File: src/rtl/raptor64_opfetch_if.sv
// Bundle of every signal the operand-fetch stage exchanges with the rest of the
// pipeline: upstream issue, register-file read, bypass, control and downstream.
interface raptor64_opfetch_if;
  // upstream
  logic [41:0] rIR;
  logic        rvalid;
  logic        rstall;
  // register file
  logic [4:0]  rfRa;
  logic [4:0]  rfRb;
  logic [63:0] rfoa;
  logic [63:0] rfob;
  // bypass sources
  logic [4:0]  xRt;
  logic [63:0] xres;
  logic        xwr;
  logic [4:0]  mRt;
  logic [63:0] mres;
  logic        mwr;
  logic [4:0]  wRt;
  logic [63:0] wres;
  logic        wwr;
  logic        xLoad;
  // control
  logic        xstall;
  logic        flush;
  // downstream
  logic [41:0] xIR;
  logic        xvalid;
  logic [63:0] a;
  logic [63:0] b;
  logic [63:0] imm;
  logic [31:0] ilock_cnt;

  // master: the surrounding pipeline; slave: the operand-fetch stage
  modport master (
    output rIR, rvalid, rfoa, rfob,
           xRt, xres, xwr, mRt, mres, mwr, wRt, wres, wwr, xLoad,
           xstall, flush,
    input  rstall, rfRa, rfRb, xIR, xvalid, a, b, imm, ilock_cnt
  );

  modport slave (
    input  rIR, rvalid, rfoa, rfob,
           xRt, xres, xwr, mRt, mres, mwr, wRt, wres, wwr, xLoad,
           xstall, flush,
    output rstall, rfRa, rfRb, xIR, xvalid, a, b, imm, ilock_cnt
  );
endinterface

File: src/rtl/raptor64_opfetch.sv
// Raptor64 operand-fetch stage: register read, x/m/w bypass, immediate sign
// extension and a one-bubble load-use interlock feeding the execute stage.
module raptor64_opfetch (
  input  logic clk_i,
  input  logic rst_i,
  raptor64_opfetch_if.slave bus
);

  localparam logic [6:0] OP_RR = 7'd2;

  logic [6:0]  opcode;
  logic [4:0]  ra;
  logic [4:0]  rb;
  logic        is_rr;
  logic        hazard;
  logic [63:0] a_sel;
  logic [63:0] b_sel;
  logic [63:0] imm_sel;

  logic [41:0] x_ir;
  logic        x_valid;
  logic [63:0] a_q;
  logic [63:0] b_q;
  logic [63:0] imm_q;
  logic [31:0] ilock_cnt_q;

  assign opcode = bus.rIR[41:35];
  assign ra     = bus.rIR[34:30];
  assign rb     = bus.rIR[29:25];
  assign is_rr  = (opcode == OP_RR);

  assign bus.rfRa = ra;
  assign bus.rfRb = rb;

  // Youngest writer wins; R0 always reads as zero regardless of any bypass.
  function automatic logic [63:0] forward(
    input logic [4:0]  r,
    input logic [63:0] rf_data,
    input logic [4:0]  x_rt, input logic [63:0] x_res, input logic x_wr,
    input logic [4:0]  m_rt, input logic [63:0] m_res, input logic m_wr,
    input logic [4:0]  w_rt, input logic [63:0] w_res, input logic w_wr
  );
    if (r == 5'd0)                 return 64'd0;
    else if (x_wr && x_rt == r)    return x_res;
    else if (m_wr && m_rt == r)    return m_res;
    else if (w_wr && w_rt == r)    return w_res;
    else                           return rf_data;
  endfunction

  always_comb begin
    // NOTE: every output of a combinational block gets a default first so no path can infer a latch.
    a_sel   = '0;
    b_sel   = '0;
    imm_sel = '0;
    a_sel = forward(ra, bus.rfoa,
                    bus.xRt, bus.xres, bus.xwr,
                    bus.mRt, bus.mres, bus.mwr,
                    bus.wRt, bus.wres, bus.wwr);
    if (is_rr) begin
      b_sel = forward(rb, bus.rfob,
                      bus.xRt, bus.xres, bus.xwr,
                      bus.mRt, bus.mres, bus.mwr,
                      bus.wRt, bus.wres, bus.wwr);
    end else begin
      imm_sel = {{39{bus.rIR[24]}}, bus.rIR[24:0]};
    end
  end

  // A load in x has no result yet, so a consumer must wait one cycle for it to reach m.
  assign hazard = bus.rvalid & x_valid & bus.xLoad & (bus.xRt != 5'd0) &
                  ((bus.xRt == ra) | (is_rr & (bus.xRt == rb)));

  assign bus.rstall = bus.xstall | (hazard & ~bus.flush);

  always_ff @(posedge clk_i) begin
    // NOTE: state registers use non-blocking assignments so every flop samples pre-edge values.
    if (rst_i) begin
      x_ir        <= '0;
      x_valid     <= 1'b0;
      a_q         <= '0;
      b_q         <= '0;
      imm_q       <= '0;
      ilock_cnt_q <= '0;
    end else if (bus.flush) begin
      x_ir    <= '0;
      x_valid <= 1'b0;
    end else if (bus.xstall) begin
      x_ir    <= x_ir;
      x_valid <= x_valid;
    end else if (hazard) begin
      x_ir    <= '0;
      x_valid <= 1'b0;
      if (ilock_cnt_q != 32'hFFFF_FFFF) ilock_cnt_q <= ilock_cnt_q + 32'd1;
    end else begin
      x_ir    <= bus.rIR;
      x_valid <= bus.rvalid;
      a_q     <= a_sel;
      b_q     <= b_sel;
      imm_q   <= imm_sel;
    end
  end

  assign bus.xIR       = x_ir;
  assign bus.xvalid    = x_valid;
  assign bus.a         = a_q;
  assign bus.b         = b_q;
  assign bus.imm       = imm_q;
  assign bus.ilock_cnt = ilock_cnt_q;

endmodule
File: src/flat_wrapper.sv
// flat-port wrapper written by rule: the top's interface ports become plain ports
module raptor64_opfetch_flat 
  (clk_i, rst_i, bus_rIR, bus_rvalid, bus_rfoa, bus_rfob, bus_xRt, bus_xres, bus_xwr, bus_mRt, bus_mres, bus_mwr, bus_wRt, bus_wres, bus_wwr, bus_xLoad, bus_xstall, bus_flush, bus_rstall, bus_rfRa, bus_rfRb, bus_xIR, bus_xvalid, bus_a, bus_b, bus_imm, bus_ilock_cnt);
  raptor64_opfetch_if bus_i ();
  input  logic clk_i;
  input  logic rst_i;
  input wire logic [$bits(bus_i.rIR)-1:0] bus_rIR;
  input wire logic [$bits(bus_i.rvalid)-1:0] bus_rvalid;
  input wire logic [$bits(bus_i.rfoa)-1:0] bus_rfoa;
  input wire logic [$bits(bus_i.rfob)-1:0] bus_rfob;
  input wire logic [$bits(bus_i.xRt)-1:0] bus_xRt;
  input wire logic [$bits(bus_i.xres)-1:0] bus_xres;
  input wire logic [$bits(bus_i.xwr)-1:0] bus_xwr;
  input wire logic [$bits(bus_i.mRt)-1:0] bus_mRt;
  input wire logic [$bits(bus_i.mres)-1:0] bus_mres;
  input wire logic [$bits(bus_i.mwr)-1:0] bus_mwr;
  input wire logic [$bits(bus_i.wRt)-1:0] bus_wRt;
  input wire logic [$bits(bus_i.wres)-1:0] bus_wres;
  input wire logic [$bits(bus_i.wwr)-1:0] bus_wwr;
  input wire logic [$bits(bus_i.xLoad)-1:0] bus_xLoad;
  input wire logic [$bits(bus_i.xstall)-1:0] bus_xstall;
  input wire logic [$bits(bus_i.flush)-1:0] bus_flush;
  output wire logic [$bits(bus_i.rstall)-1:0] bus_rstall;
  output wire logic [$bits(bus_i.rfRa)-1:0] bus_rfRa;
  output wire logic [$bits(bus_i.rfRb)-1:0] bus_rfRb;
  output wire logic [$bits(bus_i.xIR)-1:0] bus_xIR;
  output wire logic [$bits(bus_i.xvalid)-1:0] bus_xvalid;
  output wire logic [$bits(bus_i.a)-1:0] bus_a;
  output wire logic [$bits(bus_i.b)-1:0] bus_b;
  output wire logic [$bits(bus_i.imm)-1:0] bus_imm;
  output wire logic [$bits(bus_i.ilock_cnt)-1:0] bus_ilock_cnt;
  assign bus_i.rIR = bus_rIR;
  assign bus_i.rvalid = bus_rvalid;
  assign bus_i.rfoa = bus_rfoa;
  assign bus_i.rfob = bus_rfob;
  assign bus_i.xRt = bus_xRt;
  assign bus_i.xres = bus_xres;
  assign bus_i.xwr = bus_xwr;
  assign bus_i.mRt = bus_mRt;
  assign bus_i.mres = bus_mres;
  assign bus_i.mwr = bus_mwr;
  assign bus_i.wRt = bus_wRt;
  assign bus_i.wres = bus_wres;
  assign bus_i.wwr = bus_wwr;
  assign bus_i.xLoad = bus_xLoad;
  assign bus_i.xstall = bus_xstall;
  assign bus_i.flush = bus_flush;
  assign bus_rstall = bus_i.rstall;
  assign bus_rfRa = bus_i.rfRa;
  assign bus_rfRb = bus_i.rfRb;
  assign bus_xIR = bus_i.xIR;
  assign bus_xvalid = bus_i.xvalid;
  assign bus_a = bus_i.a;
  assign bus_b = bus_i.b;
  assign bus_imm = bus_i.imm;
  assign bus_ilock_cnt = bus_i.ilock_cnt;
  raptor64_opfetch u_core (.clk_i(clk_i), .rst_i(rst_i), .bus(bus_i));
endmodule
File: config.mk
export PLATFORM = sky130hd
export DESIGN_NAME = raptor64_opfetch_flat
export DESIGN_NICKNAME = d
export VERILOG_FILES = /design/src/rtl/raptor64_opfetch_if.sv /design/src/rtl/raptor64_opfetch.sv /design/src/flat_wrapper.sv
export SDC_FILE = /design/constraint.sdc
export NUM_CORES = 1
export LEC_CHECK = 0
export CORE_AREA = 2 2 256 258
export CTS_CLUSTER_DIAMETER = 120
export DETAILED_ROUTE_END_ITERATION = 16
export DIE_AREA = 0 0 258 260
export PLACE_DENSITY = 0.55
export SLEW_MARGIN = 20
export SYNTH_ARGS = -nofsm -noshare
export SYNTH_HDL_FRONTEND = slang
export SYNTH_SLANG_ARGS = --single-unit
File: constraint.sdc
create_clock -name clk_i -period 6.8 [get_ports clk_i]
set_input_delay 2.04 -clock clk_i [delete_from_list [all_inputs] [get_ports clk_i]]
set_output_delay 2.04 -clock clk_i [all_outputs]
set_load 0.02 [all_outputs]
==> impl_metrics.json <==
{
  "cts_resized": 0,
  "synth_area_um2": 13000,
  "dr.first_iter.drc_count": 1407,
  "fin_worst_skew_ns": 0.0287,
  "final_nets": 2357,
  "die_h_um": 260,
  "clock-sinks": 228,
  "synth_xor_area_share_pct": 3.44,
  "start_kind": "primary input",
  "top_level_ports": 664,
  "drc": 0,
  "critPathRequiredTime_ns": 4.76,
  "max_stage_delay_ns": 0.69,
  "chipWidth_um": 258,
  "hp-class": "flip-flop to flip-flop",
  "setup_viol": 0,
  "min_period_over_period_pct": 95.0,
  "power.leakage_nw": 7.02,
  "arrival_ns": 4.42,
  "peakVddDrop_v": 0.000180,
  "pwr_density_cell_nw_per_um2": 181,
  "worst_path_max_delay_cell": "clkdlybuf4s50_1",
  "cts_hold_buf": 0,
  "synth.avg_cell_area_um2": 9.01,
  "cts-root-buf": "clkbuf_16",
  "grt_max_degree": 70,
  "cts_buffers": 30,
  "end_kind": "primary output",
  "ys_seq_elements": 228,
  "path_delay_family": "buffers and inverters",
  "cp_max_fo": 4,
  "place_area_um2": 20000,
  "postCtsSetupBuffers": 0,
  "synth_top_area_share_pct": 35.2,
  "io_buffer_count": 663,
  "yosys_warnings": 0,
  "fin_crit_ns": 6.46,
  "synth_top_family_by_area": "compound AO/OA/AOI/OAI gates",
  "drtAntennaViolNets": 0,
  "dr.pass1.iters": 5,
  "drt-vias-per-instance": 5.19,
  "gp_congestion": 0.945,
  "h-tree-depth": 1,
  "grt_pass1_vias": 14790,
  "cp_common_cell": "clkdlybuf4s50_1",
  "clkSlewWorstSetupHoldPaths_ns": 0.06,
  "coreArea_um2": 64100,
  "dieArea_um2": 67100,
  "cts_tree": "built",
  "synth_edf_count": 0,
  "synth-seq-area-share_pct": 35.2,
  "clk_latency_ns": 0.60,
  "slew_headroom_pct": 30.4,
  "hold_viol_final": 0,
  "p_total_w": 0.00381,
  "synth_nets": 1826,
  "grt_usage_pct": 21.4,
  "hpwl_um": 54800,
  "synthSimpleGateAreaFrac_pct": 14.9,
  "met3_usage_pct": 6.06,
  "antenna_found_initial": 17,
  "synth_cells": 1439,
  "syn2layout_area_growth_pct": 62.3,
  "synthTopCellsByArea": "dfxtp_1, a221oi_1, a2bb2oi_1, o2bb2ai_2, o21ai_0",
  "maxCapViolations": 0,
  "yosysMostFrequentCell": "dfxtp_1",
  "synthAdderAreaFrac_pct": 0.0965,
  "grtUsageMet2_pct": 36.0,
  "via_count": 14848,
  "hold_path_depth": 1,
  "drive_gt1_share_pct": 9.73,
  "grt_overflow": 0,
  "path_cells": "clkdlybuf4s50_1 > nor4_1 > and3_1 > and4bb_4 > o21ai_4 > o21bai_1 > clkdlybuf4s50_1",
  "clockBufferDepth": 3,
  "critPathBufInv": 2,
  "num_rows": 93,
  "yosys.area.top_type": "dfxtp_1",
  "synth-compound-area-share_pct": 37.6,
  "grt.busiest_layer": "met2",
  "synthMuxAreaShare_pct": 0.164,
  "synth_top_cells_by_count": "dfxtp_1, o21ai_0, a221oi_1, a2bb2oi_1, clkbuf_1",
  "routed_wirelength_um": 76800,
  "seqCellArea_um2": 4570,
  "final_core_util_pct": 32.8,
  "tns_ns": 0,
  "stdcell_area_um2": 21000,
  "reg2regPathDepth": 7,
  "rsz0062_at_grt": "no",
  "wl_per_cell_um": 26.9,
  "tightest_slew_ns": 1.04,
  "status": "completed",
  "yosysUniqueCellTypes": 48,
  "multi_input_area_um2": 7380,
  "fmax_mhz": 155,
  "slew_viol_final": 0,
  "filler_cell_count": 6558,
  "met1_usage_pct": 25.4,
  "crit_type": "primary input to primary output",
  "synthFlopType": "dfxtp_1",
  "async_reset_ff_share_pct": 0,
  "path_depth": 7,
  "initial_utilization_pct": 20.2,
  "grt_pass1_wl_um": 108000
}
==> final cells by class <==
| type | count | share of cell area (%) |
|---|---|---|
| multi-input cells | 999 | 35.1 |
| repair buffers | 705 | 33.2 |
| flip-flops and latches | 228 | 21.7 |
| well taps | 855 | 5.08 |
| clock buffers | 36 | 3.96 |
| clock inverters | 20 | 0.797 |
| diodes | 10 | 0.119 |
| inverters | 6 | 0.107 |
==> state kept, by name (all words and copies together), names as in the netlist <==
signal / flops
u_core.bus.imm: 25
u_core.bus.b: 64
u_core.bus.ilock_cnt: 32
u_core.bus.xvalid: 1
u_core.bus.a: 64
u_core.bus.xIR: 42
==> layer usage <==
metal / part of all wire [%] / vias up
met5: 0.040 / -
met4: 3.9 / 4
met3: 10 / 159
met2: 47 / 947
met1: 38 / 7195
li1: - / 6543
==> stage by stage <==
stage | cells | hold WS, ns | setup slack, ns
2_1_floorplan | 1439 | 0.535 | 1.20
3_3_place_gp | 2793 | 0.445 | 0.300
3_5_place_dp | 2793 | 0.446 | 0.334
4_1_cts | 2849 | 0.465 | 0.329
5_1_grt | 2859 | 0.470 | 0.305
6_report | 2859 | 0.464 | 0.342
==> cells in the final DEF, fill, tap and decap left out, types with 43 or more instances in the layout <==
master	instances
a21oi_1	52
a221oi_1	128
a2bb2oi_1	128
and2_1	65
clkdlybuf4s50_1	660
dfxtp_1	227
nand2_1	55
nand3_1	43
nand3b_1	43
o21ai_0	161
o2bb2ai_1	68
o2bb2ai_2	60
==> where the power goes <==
group	internal, W	switching [W]	total (W)
Combinational	0.000424	0.000382	0.000806
Sequential	0.00137	0.0000244	0.00140
Clock	0.000916	0.000696	0.00161
==> path summary, 6_finish.rpt <==
kind / start / endpoint / slack [ns]
min reg2reg: u_core.bus.a[25] / u_core.bus.a[25] / 0.46
max reg2reg: u_core.bus.ilock_cnt[0] / u_core.bus.ilock_cnt[25] / 3.93
max: bus_rIR[37] / bus_rstall / 0.34
min: u_core.bus.a[25] / u_core.bus.a[25] / 0.46
==> cells by family after synthesis <==
logic type / Yosys count
AOI/OAI and AO/OA: 605
buffers and inverters: 212
adders and majority gates: 1
and+or+nand+nor: 340
DFF: 228
muxes: 2
xor gates and xnor gates: 51
==> worst reg2reg max path: stages, from the launching register on <==
cell and delay [ns]:
dfxtp_1 0.36, ha_1 0.28, and3_1 0.28, nand4_1 0.21, nand4_1 0.54, nor3_2 0.62
nand3_1 0.14, mux2_1 0.32
(Power assumes the default switching activity.)
